<file path="src/rtl/pipe_ctrl_pkg.sv">
// Shared types and constants for the pipeline hazard sequencer and its
// forwarding units.
package pipe_ctrl_pkg;

  typedef enum logic [1:0] {
    RUN      = 2'd0,
    BR_FLUSH = 2'd1,
    MEM_WAIT = 2'd2
  } state_t;

  localparam logic [1:0] FWD_RF  = 2'b00;
  localparam logic [1:0] FWD_MEM = 2'b01;
  localparam logic [1:0] FWD_WB  = 2'b10;

  localparam logic [4:0] REG_X0 = 5'd0;

  // x0 is hardwired to zero, so it can never be a real producer/consumer pair.
  function automatic logic reg_match(input logic en, input logic [4:0] src,
                                     input logic [4:0] dst);
    return en && (src == dst) && (src != REG_X0);
  endfunction

endpackage

</file>
<file path="src/rtl/pipe_fwd_unit.sv">
// Operand forwarding select for one EX source register; MEM result beats WB data.
module pipe_fwd_unit
  import pipe_ctrl_pkg::*;
(
  input  logic [4:0] ex_addr,
  input  logic [4:0] mem_addr_d,
  input  logic       mem_regwen,
  input  logic [4:0] wb_addr_d,
  input  logic       wb_regwen,
  output logic [1:0] fwd_sel
);

  always_comb begin
    fwd_sel = FWD_RF;
    if (reg_match(mem_regwen, ex_addr, mem_addr_d)) begin
      fwd_sel = FWD_MEM;
    end else if (reg_match(wb_regwen, ex_addr, wb_addr_d)) begin
      fwd_sel = FWD_WB;
    end
  end

endmodule

</file>
<file path="src/rtl/pipe_hazard_ctrl.sv">
// Stall/flush/forwarding sequencer for the 5-stage RV32I pipeline.
// Defining HAZ_PERF_CNT_EN adds the stall_cnt / flush_cnt performance counters.
module pipe_hazard_ctrl
  import pipe_ctrl_pkg::*;
#(
  parameter int FLUSH_CYCLES = 2,
  parameter int MEM_TIMEOUT  = 15
) (
  input  logic        clk,
  input  logic        reset_n,
  input  logic [4:0]  id_addr_a,
  input  logic [4:0]  id_addr_b,
  input  logic        id_uses_a,
  input  logic        id_uses_b,
  input  logic [4:0]  ex_addr_a,
  input  logic [4:0]  ex_addr_b,
  input  logic [4:0]  ex_addr_d,
  input  logic        ex_regwen,
  input  logic        ex_is_load,
  input  logic        ex_pcsel,
  input  logic [4:0]  mem_addr_d,
  input  logic        mem_regwen,
  input  logic        mem_req,
  input  logic        mem_ready,
  input  logic [4:0]  wb_addr_d,
  input  logic        wb_regwen,
  output logic        pc_we,
  output logic        ifid_we,
  output logic        idex_we,
  output logic        exmem_we,
  output logic        ifid_flush,
  output logic        idex_flush,
  output logic [1:0]  fwd_a_sel,
  output logic [1:0]  fwd_b_sel,
  output logic        mem_timeout_err
`ifdef HAZ_PERF_CNT_EN
  ,
  output logic [31:0] stall_cnt,
  output logic [31:0] flush_cnt
`endif
);

  localparam logic [3:0] FLUSH_RELOAD   = 4'(FLUSH_CYCLES - 1);
  localparam logic [8:0] TIMEOUT_LIMIT  = 9'(MEM_TIMEOUT);
  localparam logic       INSTANT_TMO    = (MEM_TIMEOUT <= 1);

  state_t      state;
  state_t      next_state;
  logic [3:0]  flush_left;
  logic [3:0]  next_flush;
  logic [7:0]  wait_cnt;
  logic [7:0]  next_wait;
  logic        err_set;

  logic        mem_busy;
  logic        first_tmo;
  logic        mem_stall;
  logic        load_use;
  logic [8:0]  wait_inc;
  logic        wait_tmo;

  logic        pc_we_c;
  logic        ifid_we_c;
  logic        idex_we_c;
  logic        exmem_we_c;
  logic        ifid_flush_c;
  logic        idex_flush_c;
  logic [1:0]  fwd_a_raw;
  logic [1:0]  fwd_b_raw;

  pipe_fwd_unit u_fwd_a (
    .ex_addr    (ex_addr_a),
    .mem_addr_d (mem_addr_d),
    .mem_regwen (mem_regwen),
    .wb_addr_d  (wb_addr_d),
    .wb_regwen  (wb_regwen),
    .fwd_sel    (fwd_a_raw)
  );

  pipe_fwd_unit u_fwd_b (
    .ex_addr    (ex_addr_b),
    .mem_addr_d (mem_addr_d),
    .mem_regwen (mem_regwen),
    .wb_addr_d  (wb_addr_d),
    .wb_regwen  (wb_regwen),
    .fwd_sel    (fwd_b_raw)
  );

  // A one-cycle timeout budget means the very first wait cycle already expires.
  always_comb begin
    mem_busy  = mem_req && !mem_ready;
    first_tmo = mem_busy && INSTANT_TMO;
    mem_stall = mem_busy && !INSTANT_TMO;
    load_use  = ex_is_load && ex_regwen &&
                (reg_match(id_uses_a, id_addr_a, ex_addr_d) ||
                 reg_match(id_uses_b, id_addr_b, ex_addr_d));
    wait_inc  = {1'b0, wait_cnt} + 9'd1;
    wait_tmo  = !mem_ready && (wait_inc >= TIMEOUT_LIMIT);
  end

  always_comb begin
    next_state   = state;
    next_flush   = flush_left;
    next_wait    = wait_cnt;
    err_set      = 1'b0;
    pc_we_c      = 1'b1;
    ifid_we_c    = 1'b1;
    idex_we_c    = 1'b1;
    exmem_we_c   = 1'b1;
    ifid_flush_c = 1'b0;
    idex_flush_c = 1'b0;

    case (state)
      RUN: begin
        if (mem_stall) begin
          {pc_we_c, ifid_we_c, idex_we_c, exmem_we_c} = 4'b0000;
          next_wait  = 8'd1;
          next_state = MEM_WAIT;
        end else begin
          err_set = first_tmo;
          if (ex_pcsel) begin
            ifid_flush_c = 1'b1;
            idex_flush_c = 1'b1;
            if (FLUSH_CYCLES > 1) begin
              next_flush = FLUSH_RELOAD;
              next_state = BR_FLUSH;
            end
          end else if (load_use) begin
            pc_we_c      = 1'b0;
            ifid_we_c    = 1'b0;
            idex_flush_c = 1'b1;
          end
        end
      end

      // The flush count is left untouched while memory stalls, so it resumes later.
      BR_FLUSH: begin
        if (mem_stall) begin
          {pc_we_c, ifid_we_c, idex_we_c, exmem_we_c} = 4'b0000;
          next_wait  = 8'd1;
          next_state = MEM_WAIT;
        end else begin
          err_set      = first_tmo;
          ifid_flush_c = 1'b1;
          if (ex_pcsel) begin
            idex_flush_c = 1'b1;
            next_flush   = FLUSH_RELOAD;
          end else if (flush_left <= 4'd1) begin
            next_flush = 4'd0;
            next_state = RUN;
          end else begin
            next_flush = flush_left - 4'd1;
          end
        end
      end

      MEM_WAIT: begin
        if (mem_ready || wait_tmo) begin
          err_set    = !mem_ready;
          next_wait  = 8'd0;
          next_state = (flush_left != 4'd0) ? BR_FLUSH : RUN;
        end else begin
          {pc_we_c, ifid_we_c, idex_we_c, exmem_we_c} = 4'b0000;
          next_wait = wait_inc[7:0];
        end
      end

      default: begin
        next_state = RUN;
        next_flush = 4'd0;
        next_wait  = 8'd0;
      end
    endcase
  end

  always_ff @(posedge clk or negedge reset_n) begin
    if (!reset_n) begin
      state           <= RUN;
      flush_left      <= 4'd0;
      wait_cnt        <= 8'd0;
      mem_timeout_err <= 1'b0;
    end else begin
      state      <= next_state;
      flush_left <= next_flush;
      wait_cnt   <= next_wait;
      if (err_set) begin
        mem_timeout_err <= 1'b1;
      end
    end
  end

  // Hold the whole pipeline quiet while reset is asserted.
  always_comb begin
    pc_we      = reset_n && pc_we_c;
    ifid_we    = reset_n && ifid_we_c;
    idex_we    = reset_n && idex_we_c;
    exmem_we   = reset_n && exmem_we_c;
    ifid_flush = reset_n && ifid_flush_c;
    idex_flush = reset_n && idex_flush_c;
    fwd_a_sel  = reset_n ? fwd_a_raw : FWD_RF;
    fwd_b_sel  = reset_n ? fwd_b_raw : FWD_RF;
  end

`ifdef HAZ_PERF_CNT_EN
  always_ff @(posedge clk or negedge reset_n) begin
    if (!reset_n) begin
      stall_cnt <= 32'd0;
      flush_cnt <= 32'd0;
    end else begin
      if (!pc_we) begin
        stall_cnt <= stall_cnt + 32'd1;
      end
      if (ifid_flush) begin
        flush_cnt <= flush_cnt + 32'd1;
      end
    end
  end
`endif

endmodule
</file>
<file path="config.mk">
export PLATFORM = sky130hd
export DESIGN_NAME = pipe_hazard_ctrl
export DESIGN_NICKNAME = d
export VERILOG_FILES = /design/src/rtl/pipe_ctrl_pkg.sv /design/src/rtl/pipe_fwd_unit.sv /design/src/rtl/pipe_hazard_ctrl.sv
export SDC_FILE = /design/constraint.sdc
export NUM_CORES = 1
export LEC_CHECK = 0
export ABC_AREA = 0
export BUFFER_PORTS_ARGS = -buffer_cell sky130_fd_sc_hd__buf_2
export CAP_MARGIN = 20
export CELL_PAD_IN_SITES_DETAIL_PLACEMENT = 1
export CELL_PAD_IN_SITES_GLOBAL_PLACEMENT = 2
export CORE_UTILIZATION = 26
export DETAILED_ROUTE_END_ITERATION = 8
export GPL_ROUTABILITY_DRIVEN = 1
export PLACE_DENSITY = 0.76
export SYNTH_ARGS = -nofsm -noshare
export SYNTH_HDL_FRONTEND = slang
export SYNTH_SLANG_ARGS = --single-unit
</file>
<file path="constraint.sdc">
create_clock -name clk -period 3 [get_ports clk]
set_clock_uncertainty 0.2 [all_clocks]
set_input_delay 0.15 -clock clk [delete_from_list [all_inputs] [get_ports clk]]
set_output_delay 0.15 -clock clk [all_outputs]
set_load 0.02 [all_outputs]
</file>
==> summary by stage <==
Place
The placed wire-length estimate is 3238 um. The count of input and output buffers is 56. The routability-driven placement congestion ratio is 0.7140. OpenSTA, run right after detailed placement, puts the worst setup slack at 0.4617 ns.

Cells and area
Fill cells in the final layout number 655. The synthesis-to-layout area growth is 29.62%. The number of antenna diodes in the final layout is 0. The share of cells above drive strength 1 is 30.91%.

Cells fill 34.96% of the core in the end. The net count of the finished layout is 272.

Power
The leakage power is 0.8150 nW. In this run the power density over the cells is 364.1 nW/um^2. The peak ir drop on the vdd network is 0.1896 mV. The switching share of total power is 36.46%. Internal power comes to 0.4104 mW. The share of total power dissipated in sequential elements is 39.3%. The switching power is 0.2355 mW.

The clock power share is 25.8%. Combinational cells account for 34.9% of the total power.

Detailed routing
The number of nets with antenna violations after routing is 0. The detailed router finished its first iteration with 18 violations. The detailed-route DRC error count is 0. Using the TritonRoute via totals, the vias-per-cell ratio works out to 4.779. For this run, the detailed router's first-pass iteration total came to 4. Wires add up to 3898 um. After detailed routing, the average wire length per cell comes to 13.44 um. The routed layout has 1386 vias.

Yosys
Of all flip-flops after synthesis, the portion carrying an async set or reset was 100.0%. The synthesized area per cell is 8.502 sq um. The post-synthesis net count is 212. The number of distinct library cell variants in the gate-level netlist after synthesis is 44. The most common cell in the netlist is xnor2_1.

The number of enable-type register cells in the synthesized netlist is 0. The cell area after synthesis is 1369 sq um. The number of instances in the synthesized netlist is 161. In the synthesized netlist, the cells that appear most often are xnor2_1, nor2_1, dfrtp_1. The area share of the largest cell type after synthesis is 27.42%. The synthesized flop and latch total is 15. The number of warning messages in the yosys log is 0. The cell accounting for the most synthesized area is dfrtp_1. Among all flip-flop cells after synthesis, the most frequent one is dfrtp_1. By area the synthesized netlist is led by dfrtp_1, xnor2_1, nor2_1, ha_1, xor2_1. The part of the Yosys area used for sequential elements is 27.42%.

Clock tree
The latest clock arrival within the worst-skew pair is 0.25 ns. Counting along the longest clock path gives a buffer depth of 2. TritonCTS built the clock tree. The number of clock sinks is 15. The number of clock buffers added by TritonCTS is 3. The buffer type at the clock tree root is clkbuf_8. The clock transition at the registers of the reported paths is 0.07 ns. The depth of the CTS H-tree is 1.

Setup path
The capturing element type of the critical path is a primary output. The highest net fanout along the worst path is 8. On the worst path, the slowest cell contributes a delay of 0.46 ns. Walking the worst path, the cells encountered are ha_1 > xor2_1 > a221o_1 > a221o_2 > o2111ai_1 > o21ai_0 > buf_2. The startpoint kind of the worst setup timing path is a flip-flop. For the worst setup path, the data required time is 2.65 ns. The critical path is of the flip-flop to primary output type. The number of buffers and inverters on the critical path is 1. The master of the slowest instance on the critical path is dfrtp_1. The kind of cell adding the most delay to the critical path is compound AO/OA/AOI/OAI gates. Data on the critical path arrives at its endpoint at 2.45 ns.

Global route
The global router's overall resource usage is 15.19%. The met1 layer usage reported by global route is 20.69%. The global-route wire length before repair is 6541 um. The met2 track utilization from global routing is 25.23%. The overall overflow remaining after global route is 0. The pin count of the biggest net entering global routing is 15. In the global route stage, met3 resource usage came out at 1.626%. The via count of the first global-routing pass is 1381. The number of antenna violations at the first check in global routing is 0.

met2 is the most crowded layer.

Timing
The shortest clock period the worst path allows after layout is 2.795 ns. Setup repair after global routing left no endpoint under its margin. Hold is met by 0.04646 ns.

The total count of max-transition violations in the final report is 0. Across all setup checks in the final design, the least slack found is 0.2045 ns. The worst-margin pin slew is 0.7660 ns.

Setup violations remaining at the end of the flow were counted as 0. The setup TNS is 0 ns. The number of hold violations in the final report is 0. The final critical path takes up 93.18% of the cycle. Derived from the worst setup path, the maximum achievable clock frequency is 357.7 MHz.

Measured against its own limit, the worst slew margin works out to 48.29%.

Floorplanning
The horizontal extent of the die is 74.56 um. The die covers 5559 sq um. Once the floorplan was initialized, standard cells occupied 26.97% of the core. The standard cell core area is 5075 sq um.

The row count is 26. From bottom edge to top edge, the die measures 74.56 um. 57 I/O pins were placed.

Hold path
The path class of the tightest hold or removal check is input pin to flip-flop.

Outcome
The flow ran to the end, and the final reports show no timing, DRC or antenna violations.

Job
The tool flagged a number of max-cap violations equal to 0.
worst min-delay path, stage by stage:
cell and delay [ns]:
buf_2 0.15, o21ai_0 0.11, nand2_1 0.06
registers in the layout, indices dropped and copies added, names as in the netlist:
register,count
mem_timeout_err,1
flush_left,4
state,2
wait_cnt,8
final cells by class:
cell class / instances / area [sq um] / share of cell area (%)
clock buffer: 3 / 41.29 / 2.327
tap: 70 / 87.58 / 4.937
multi-input combinational: 137 / 944.7 / 53.24
timing repair buffer: 58 / 297.8 / 16.78
clock inverter: 1 / 5.005 / 0.2821
sequential: 15 / 375.4 / 21.16
inverter: 6 / 22.52 / 1.269
stage by stage:
stage          instances  total power [mW]  area (sq um)
2_1_floorplan        161            0.3897          1369
3_3_place_gp         285            0.4790          1718
3_5_place_dp         285            0.4849          1718
4_1_cts              290            0.6579          1774
5_1_grt              290            0.6945          1774
6_report             290            0.6459          1774
cells in the final DEF, fill, tap and decap left out, types with 3 or more instances in the layout:
cell / n
inv_1: 6
nand3_1: 8
o21ai_0: 7
nand2_1: 11
and2_1: 7
xnor2_1: 22
buf_2: 56
clkbuf_8: 3
nor2_1: 20
xor2_1: 6
nand4_1: 5
dfrtp_1: 15
ha_1: 5
a21oi_1: 3
nor4_1: 4
nor2b_1: 3
power groups by stage:
stage | Sequential [mW] | Clock (mW) | Combinational, mW
floorplan | 0.247 | 0 | 0.142
global placement | 0.256 | 0 | 0.223
detailed placement | 0.259 | 0 | 0.226
CTS | 0.255 | 0.174 | 0.229
global route | 0.260 | 0.180 | 0.255
finish | 0.254 | 0.167 | 0.225
cells by family after synthesis:
| logic type | after synthesis | synth area share (%) |
|---|---|---|
| AOI/OAI and AO/OA | 33 | 17.73 |
| xor gates and xnor gates | 28 | 17.92 |
| adders and majority gates | 5 | 4.570 |
| buffers and inverters | 9 | 3.564 |
| DFF | 15 | 27.42 |
| muxes | 1 | 0.7313 |
| and+or+nand+nor | 70 | 28.06 |
final timing paths:
kind	startpoint	endpoint	slack (ns)	cells after the start
min in group asynchronous	reset_n	wait_cnt[1]$_DFFE_PN0N_	0.08	2
max in group asynchronous	reset_n	wait_cnt[2]$_DFFE_PN0N_	2.09	3
max reg2reg	wait_cnt[0]$_DFFE_PN0N_	wait_cnt[2]$_DFFE_PN0N_	0.65	6
min	ex_pcsel	flush_left[0]$_DFFE_PN0P_	0.05	3
max	wait_cnt[0]$_DFFE_PN0N_	pc_we	0.20	7
min reg2reg	mem_timeout_err$_DFFE_PN0P_	mem_timeout_err$_DFFE_PN0P_	0.27	1
repair_timing:
| item | 4_1_cts | 5_1_grt |
|---|---|---|
| hold endpoints to repair | 15 | 0 |
| buffers inserted | 0 | 0 |
| gates resized for setup | 0 | 0 |
| endpoints found under the setup margin | 0 | 0 |
| hold buffers | 1 | 0 |
layer usage:
layer	part of all wire (%)	wire (um)
met1	48	1872
met5	0	0
met2	47	1831
met4	0.46	18
met3	4.5	175
Note: power is estimated with default switching activity, not from simulation.
